**src/rtl/axi_lite_times_table_slave.sv**
```systemverilog
// axi_lite_times_table_slave: AXI4-lite slave holding the 8x8 times table in 64 x 32-bit registers, writable for patching
module axi_lite_times_table_slave #(
    parameter int ADDR_LSB   = 0,
    parameter bit TABLE_INIT = 1'b1
) (
    input  logic        clk,
    input  logic        rst,
    input  logic [31:0] s_axi_awaddr,
    input  logic        s_axi_awvalid,
    output logic        s_axi_awready,
    input  logic [31:0] s_axi_wdata,
    input  logic [3:0]  s_axi_wstrb,
    input  logic        s_axi_wvalid,
    output logic        s_axi_wready,
    output logic [1:0]  s_axi_bresp,
    output logic        s_axi_bvalid,
    input  logic        s_axi_bready,
    input  logic [31:0] s_axi_araddr,
    input  logic        s_axi_arvalid,
    output logic        s_axi_arready,
    output logic [31:0] s_axi_rdata,
    output logic [1:0]  s_axi_rresp,
    output logic        s_axi_rvalid,
    input  logic        s_axi_rready
);
    typedef enum logic {W_IDLE, W_RESP} w_state_t;
    typedef enum logic {R_IDLE, R_DATA} r_state_t;

    w_state_t    w_state, w_next;
    r_state_t    r_state, r_next;
    logic [31:0] mem [64];
    logic        live, aw_full, w_full;
    logic [31:0] aw_addr, w_data;
    logic [3:0]  w_strb;
    logic        aw_fire, w_fire, ar_fire, commit, aw_ok, ar_ok;
    logic [5:0]  aw_idx, ar_idx;

    // live holds the readies low while reset is asserted
    assign s_axi_bvalid  = w_state == W_RESP;
    assign s_axi_rvalid  = r_state == R_DATA;
    assign s_axi_awready = live && !aw_full && !s_axi_bvalid;
    assign s_axi_wready  = live && !w_full && !s_axi_bvalid;
    assign s_axi_arready = live && !s_axi_rvalid;
    assign aw_fire = s_axi_awvalid && s_axi_awready;
    assign w_fire  = s_axi_wvalid && s_axi_wready;
    assign ar_fire = s_axi_arvalid && s_axi_arready;
    assign commit  = aw_full && w_full;
    assign aw_idx  = aw_addr[ADDR_LSB +: 6];
    assign ar_idx  = s_axi_araddr[ADDR_LSB +: 6];
    assign aw_ok   = (aw_addr >> (ADDR_LSB + 6)) == 32'd0;
    assign ar_ok   = (s_axi_araddr >> (ADDR_LSB + 6)) == 32'd0;

    always_comb begin
        w_next = (w_state == W_IDLE) ? (commit ? W_RESP : W_IDLE) : (s_axi_bready ? W_IDLE : W_RESP);
        r_next = (r_state == R_IDLE) ? (ar_fire ? R_DATA : R_IDLE) : (s_axi_rready ? R_IDLE : R_DATA);
    end

    always_ff @(posedge clk or negedge rst) begin
        if (!rst) begin
            w_state <= W_IDLE;
            r_state <= R_IDLE;
        end else begin
            w_state <= w_next;
            r_state <= r_next;
        end
    end

    always_ff @(posedge clk or negedge rst) begin
        if (!rst) begin
            live        <= 1'b0;
            aw_full     <= 1'b0;
            w_full      <= 1'b0;
            aw_addr     <= 32'd0;
            w_data      <= 32'd0;
            w_strb      <= 4'd0;
            s_axi_bresp <= 2'b00;
            s_axi_rresp <= 2'b00;
            s_axi_rdata <= 32'd0;
            for (int i = 0; i < 64; i++)
                mem[i] <= TABLE_INIT ? 32'(i[5:3]) * 32'(i[2:0]) : 32'd0;
        end else begin
            live <= 1'b1;
            if (aw_fire) begin
                aw_full <= 1'b1;
                aw_addr <= s_axi_awaddr;
            end
            if (w_fire) begin
                w_full <= 1'b1;
                w_data <= s_axi_wdata;
                w_strb <= s_axi_wstrb;
            end
            if (commit) begin
                aw_full     <= 1'b0;
                w_full      <= 1'b0;
                s_axi_bresp <= aw_ok ? 2'b00 : 2'b10;
                for (int k = 0; k < 4; k++)
                    if (aw_ok && w_strb[k]) mem[aw_idx][8*k +: 8] <= w_data[8*k +: 8];
            end
            // nonblocking update means a same-edge read sees the pre-write word
            if (ar_fire) begin
                s_axi_rdata <= ar_ok ? mem[ar_idx] : 32'd0;
                s_axi_rresp <= ar_ok ? 2'b00 : 2'b10;
            end
        end
    end
endmodule

```
**config.mk**
```make
export PLATFORM = sky130hd
export DESIGN_NAME = axi_lite_times_table_slave
export DESIGN_NICKNAME = d
export VERILOG_FILES = /design/src/rtl/axi_lite_times_table_slave.sv
export SDC_FILE = /design/constraint.sdc
export NUM_CORES = 2
export LEC_CHECK = 0
export CORE_ASPECT_RATIO = 1.4
export CORE_MARGIN = 4
export CORE_UTILIZATION = 40
export CTS_BUF_LIST = sky130_fd_sc_hd__clkbuf_4 sky130_fd_sc_hd__clkbuf_8 sky130_fd_sc_hd__clkbuf_16
export DETAILED_ROUTE_END_ITERATION = 7
export GPL_ROUTABILITY_DRIVEN = 0
export GPL_TIMING_DRIVEN = 0
export HOLD_SLACK_MARGIN = 0.03
export PLACE_DENSITY = 0.55
export SYNTH_ARGS = -nofsm -noshare
export SYNTH_HDL_FRONTEND = slang
export SYNTH_SLANG_ARGS = --single-unit
```
**constraint.sdc**
```tcl
create_clock -name clk -period 8.3 [get_ports clk]
set_input_delay 0.83 -clock clk [delete_from_list [all_inputs] [get_ports clk]]
set_output_delay 0.83 -clock clk [all_outputs]
set_load 0.02 [all_outputs]
```
# Word level (Yosys, flattened, before mapping)
# Index checks and enable logic that the tools add are counted.
# W data, S select, Z words.
[classes]
reduce_logical = 22
n_bitwise = 2
n_mux = 35
n_lt_le_gt_ge = 3
[ops]
columns = ["operator", "n"]
rows = [
  ["$mux W2048", 7],
  ["$bwmux W2048", 4],
  ["$demux W32 S6", 4],
  ["$bmux W32 S6", 1],
  ["$mux W32", 4],
  ["$logic_not A32 Y1", 2],
  ["$mux W24", 1],
  ["$mux W16", 1],
  ["$ge A7 B7 Y1 const B", 2],
  ["$logic_and A1 B1 Y1", 14],
  ["$not A6 Y7", 2],
  ["$mux W1", 10],
  ["$mux W8", 1],
  ["$lt A7 B1 Y1 const B", 1],
  ["$logic_not A1 Y1", 4],
  ["$mux W2", 2],
  ["$reduce_bool A2 Y1", 2],
]
[word_totals]
in_bits = 107
output_inout_bits = 41
register_bits = 2157

# Depth between registers and ports, before layout
[logic_depth]
ltp_word = 16
depth_mapped = 12

# Least setup slack after synthesis
# No wires, ideal clock.
[synth_path]
path_type = "input port to flip-flop"
from = "in s_axi_araddr[0]"
to = "reg s_axi_rdata[14]"
arrival_time_ns = 3.205
setup_ns = 0.131
path_buffers = 3
setup_slack_ns = 4.964
cell_stages = 7
cell_sequence = "buf_2 buf_2 buf_1 mux4_2 mux4_2 a2111oi_0 nand2_1"
[synth_between]
elab_chain_len = 5
[synth_rtl]
columns = ["element", "line", "rtl"]
rows = [
  ["start: declaration", "18", "input logic [31:0] s_axi_araddr,"],
  ["$not A6 Y7 (implied by the code)", "101", "s_axi_rdata <= ar_ok ? mem[ar_idx] : 32'd0;"],
  ["$bmux W32 S6", "101", ""],
  ["$mux W32 (implied by the code) (2 in series)", "101", ""],
  ["$mux W32", "101", ""],
  ["end signal: assignment", "101", ""],
  ["end: declaration", "21", "output logic [31:0] s_axi_rdata,"],
]
# No other way between the ends. The select of a mux whose other input is x is not followed.
# A chain may end at the register's enable or synchronous reset.

# Final worst setup path
[layout_path]
from = "in s_axi_araddr[4]"
to = "reg s_axi_rdata[29]"
# The elaborated chain is that of the path after synthesis.

==> Flow_metrics.wiki <==
{| class="wikitable"
! Metric !! Value
|-
| Detailed-route wire length per cell || 37.6 µm
|-
| Setup crit end kind || flip-flop
|-
| Number of vias after detailed routing || 60900
|-
| CP Data Required Time || 9.14 ns
|-
| Worst slew pin tran || 1.58 ns
|-
| Final-layout fill cell count || 22300
|-
| Worst relative slew slack || -5.43%
|-
| Async SR Flop Fraction || 100%
|-
| Static leakage power || 59.0 nW
|-
| Number of buffers inserted by hold repair at cts || 1
|-
| Max cap viols || 7
|-
| FF/Latch Area || 54100 µm²
|-
| Crit share post-route || 70.2%
|-
| Port-buffer cells || 142
|-
| Result of the run || complete, but fails checks
|-
| Post-CTS clock slew at the launch and capture registers of the worst setup and hold paths || 0.06 ns
|-
| Max Root-Sink Buffers || 4
|-
| Origin of the critical flop-to-flop path || s_axi_rvalid$_DFF_PN0_
|-
| Minimum setup slack after placement || 1.89 ns
|-
| Worst Hold Class || reg -> reg
|-
| Final Net Count || 6810
|-
| Number of global-route vias before repair || 63500
|-
| Minimum period implied by the final worst setup slack || 5.83 ns
|-
| Final Setup Violations || 0
|-
| Number of hold violations in the final report || 0
|-
| Starting DRC count in detailed routing || 5329
|-
| Cell type with the highest aggregate area in the netlist || sky130_fd_sc_hd__dfrtp_1
|-
| Number of warnings printed during yosys synthesis || 0
|-
| Post-synthesis to final-layout area growth || 14.0%
|-
| Crit start category || primary input
|-
| Internal Dissipation || 17.7 mW
|-
| Class of the most critical setup path || in -> reg
|-
| Part of the Yosys area used for sequential elements || 53.3%
|-
| Height of the die || 604 µm
|-
| Design area || 116000 µm²
|-
| First element of the critical path || s_axi_araddr[4]
|-
| Number of placement rows || 218
|-
| Fmax achieved || 0.172 GHz
|-
| Clock Root Buffer || sky130_fd_sc_hd__clkbuf_16
|-
| Worst IR Drop VDD || 0.000168 V
|-
| Clock share of power || 41.4%
|-
| Cell count after placement || 9780
|-
| Most used flip-flop cell after synthesis || sky130_fd_sc_hd__dfrtp_1
|-
| Clock Latency Late Sink || 0.90 ns
|-
| Switching power as a share of total power || 30.7%
|-
| HPWL Detailed || 282000 µm
|-
| Post-layout util || 45.9%
|-
| Top cells by area, synth || sky130_fd_sc_hd__dfrtp_1 (50%), sky130_fd_sc_hd__mux2_2 (24%), sky130_fd_sc_hd__mux4_2 (10%), sky130_fd_sc_hd__nor2_8 (4.7%), sky130_fd_sc_hd__dfstp_2 (2.9%)
|-
| Pins Over Slew Limit || 74
|-
| Maximum fanout along the worst path || 10
|-
| Filler-free cell count of the finished design || 10200
|-
| Number of H-tree levels || 4
|-
| Global-route wire length before repair || 527000 µm
|-
| Violations in the final reports || capacitance limit, slew limit
|-
| Setup repair after global routing missed its margin || no
|-
| Die Width || 434 µm
|-
| Clock tree from TritonCTS || done
|-
| Layout cells sized above 1 || 52.0%
|-
| Cell area after synthesis || 101000 µm²
|-
| Register share of total power || 42.2%
|-
| Pin count of the biggest net entering global routing || 186
|-
| Total grt overflow || 0
|-
| Smallest hold slack || 0.472 ns
|-
| Initial Utilization || 40.2%
|-
| Overall fraction of global-route tracks in use || 29.1%
|-
| Syn_area_per_cell || 16.1 µm²
|-
| Data arrival time of the critical path || 6.66 ns
|-
| Drt first pass iters || 5
|-
| Switching power summed over all nets || 7.83 mW
|-
| TritonCTS Buffers || 220
|-
| Initial antenna violation count || 34
|-
| Placed Area || 108000 µm²
|-
| Post-synth EDFFs || 0
|-
| Cell count after synthesis || 6295
|-
| Number of top-level pins || 148
|-
| Core footprint || 252000 µm²
|-
| Min setup slack post-route || 2.47 ns
|-
| DRC violations left || 0
|-
| Count of cell types in the netlist || 60
|-
| Detailed-route vias per instance || 5.97
|-
| Multi-input gate area || 45000 µm²
|-
| Share of the synthesized area in the top cell type || 50.4%
|-
| Clk sink count || 2155
|-
| Fin Setup TNS || 0 ns
|-
| Pwr dens || 221 nW/µm²
|-
| Launch instance of the worst min-delay path || s_axi_rdata[14]$_DFFE_PN0P_
|-
| Sum of internal, switching and leakage power || 25.5 mW
|-
| Detailed-route wire length || 383000 µm
|-
| Number of buffers added for setup after CTS || 0
|-
| Combinational share of power || 16.4%
|-
| Post-CTS sizing || 0
|-
| Number of nets with antenna violations after detailed routing || 0
|-
| Die area || 262000 µm²
|-
| Synthesized flop and latch total || 2155
|-
| Worst clock skew || 0.0466 ns
|}
==> layer usage <==
metal,vias to the layer above,share of wire (%),global-route usage (%)
met5,-,0.026,0
met4,16,7.2,17.8
met3,895,6.4,5.97
met2,2389,49,48.7
met1,33200,37,34.5
li1,24400,-,-
==> power by group through the flow <==
stage	Combinational [mW]	Sequential (mW)	Clock, mW
3_5_place_dp	4.07	11.0	0
5_1_grt	4.33	10.8	11.1
6_report	4.19	10.8	10.6
4_1_cts	4.08	10.8	10.7
3_3_place_gp	3.89	11.1	0
2_1_floorplan	1.97	11.0	0
==> cell type report <==
type / count / area share (%)
clock inverter: 71 / 0.743
tap: 3300 / 3.57
clock buffer: 323 / 5.80
buffer: 459 / 2.11
sequential: 2155 / 46.7
inverter: 7 / 0.0227
antenna: 27 / 0.0584
multi-input combinational: 3675 / 38.9
timing repair buffer: 185 / 2.02
==> placed cells by master, fill, tap and decap left out, types with 36 or more instances in the layout <==
cell / synthesis / final
sky130_fd_sc_hd__nor2_8: 240 / 240
sky130_fd_sc_hd__buf_2: 58 / 80
sky130_fd_sc_hd__dfrtp_1: 2044 / 2044
sky130_fd_sc_hd__clkbuf_8: 0 / 49
sky130_fd_sc_hd__buf_1: 58 / 36
sky130_fd_sc_hd__clkdlybuf4s50_1: 0 / 141
sky130_fd_sc_hd__clkbuf_4: 0 / 47
sky130_fd_sc_hd__clkbuf_1: 267 / 216
sky130_fd_sc_hd__clkbuf_2: 0 / 51
sky130_fd_sc_hd__mux2i_1: 196 / 196
sky130_fd_sc_hd__a221oi_1: 89 / 89
sky130_fd_sc_hd__a22oi_1: 122 / 122
sky130_fd_sc_hd__mux2_2: 2117 / 2117
sky130_fd_sc_hd__mux4_2: 450 / 450
sky130_fd_sc_hd__clkbuf_16: 0 / 227
sky130_fd_sc_hd__clkinv_2: 0 / 43
sky130_fd_sc_hd__dfstp_2: 111 / 111
sky130_fd_sc_hd__a21oi_1: 79 / 79
sky130_fd_sc_hd__nand2_1: 117 / 117
==> path summary, 6_finish.rpt <==
path	to	slack [ns]	cells past startpoint
worst max-delay path	s_axi_rdata[29]$_DFFE_PN0P_	2.47	9
min in group asynchronous	mem[1808]$_DFFE_PN0P_	0.48	2
worst max register to register	s_axi_rdata[7]$_DFFE_PN0P_	3.14	9
worst min-delay path	s_axi_rdata[14]$_DFFE_PN0P_	0.47	2
worst min register to register	s_axi_rdata[14]$_DFFE_PN0P_	0.47	2
max in group asynchronous	mem[141]$_DFFE_PN0P_	4.29	6
==> cell usage after synthesis (all sizes together), types with 2 or more instances <==
cell type,number
clkbuf,267
a22oi,122
dlygate4sd3,32
a311oi,2
and2,4
a31oi,3
o22ai,5
dfrtp,2044
a221o,4
o221a,6
mux4,450
a21o,2
nor3,12
a221oi,89
a2111oi,4
nor2b,15
a21oi,79
dfstp,111
or4,5
or3,4
a32o,2
conb,2
o211ai,3
or2,4
nand3,26
nor2,290
buf,160
inv,6
a211oi,8
o21ai,24
nand4,6
o21bai,21
and3b,3
nand2,121
mux2i,196
nand2b,8
mux2,2117
nor4,10
a22o,10
nor3b,7
and3,3
==> kinds of logic (layout without fill, tap and decap cells) <==
logic type	count (synthesis)	after routing	synth area share (%)
buffers and inverters	466	1045	2.35
DFF	2155	2155	53.3
AOI/OAI and AO/OA	388	388	2.78
muxes	2763	2763	35.4
other	2	30	0.00740
and+or+nand+nor	521	521	6.13
==> registers in the layout, indices dropped and copies added (netlist names) <==
| signal | count |
|---|---|
| mem | 2048 |
| aw_addr | 32 |
| s_axi_rdata | 32 |
| w_data | 32 |
| w_strb | 4 |
| aw_full | 1 |
| live | 1 |
| s_axi_bresp | 1 |
| s_axi_bvalid | 1 |
| s_axi_rresp | 1 |
| s_axi_rvalid | 1 |
| w_full | 1 |
==> critical path: stages <==
cell	delay, ns
sky130_fd_sc_hd__clkdlybuf4s50_1	0.66
sky130_fd_sc_hd__clkbuf_1	0.69
sky130_fd_sc_hd__clkinv_1	0.83
sky130_fd_sc_hd__nor2_1	1.09
sky130_fd_sc_hd__nand3_1	0.88
sky130_fd_sc_hd__clkbuf_1	0.69
sky130_fd_sc_hd__a21oi_1	0.73
sky130_fd_sc_hd__a21oi_1	0.09
sky130_fd_sc_hd__nand2_1	0.12
No activity file was read; power rests on OpenSTA's default activity.
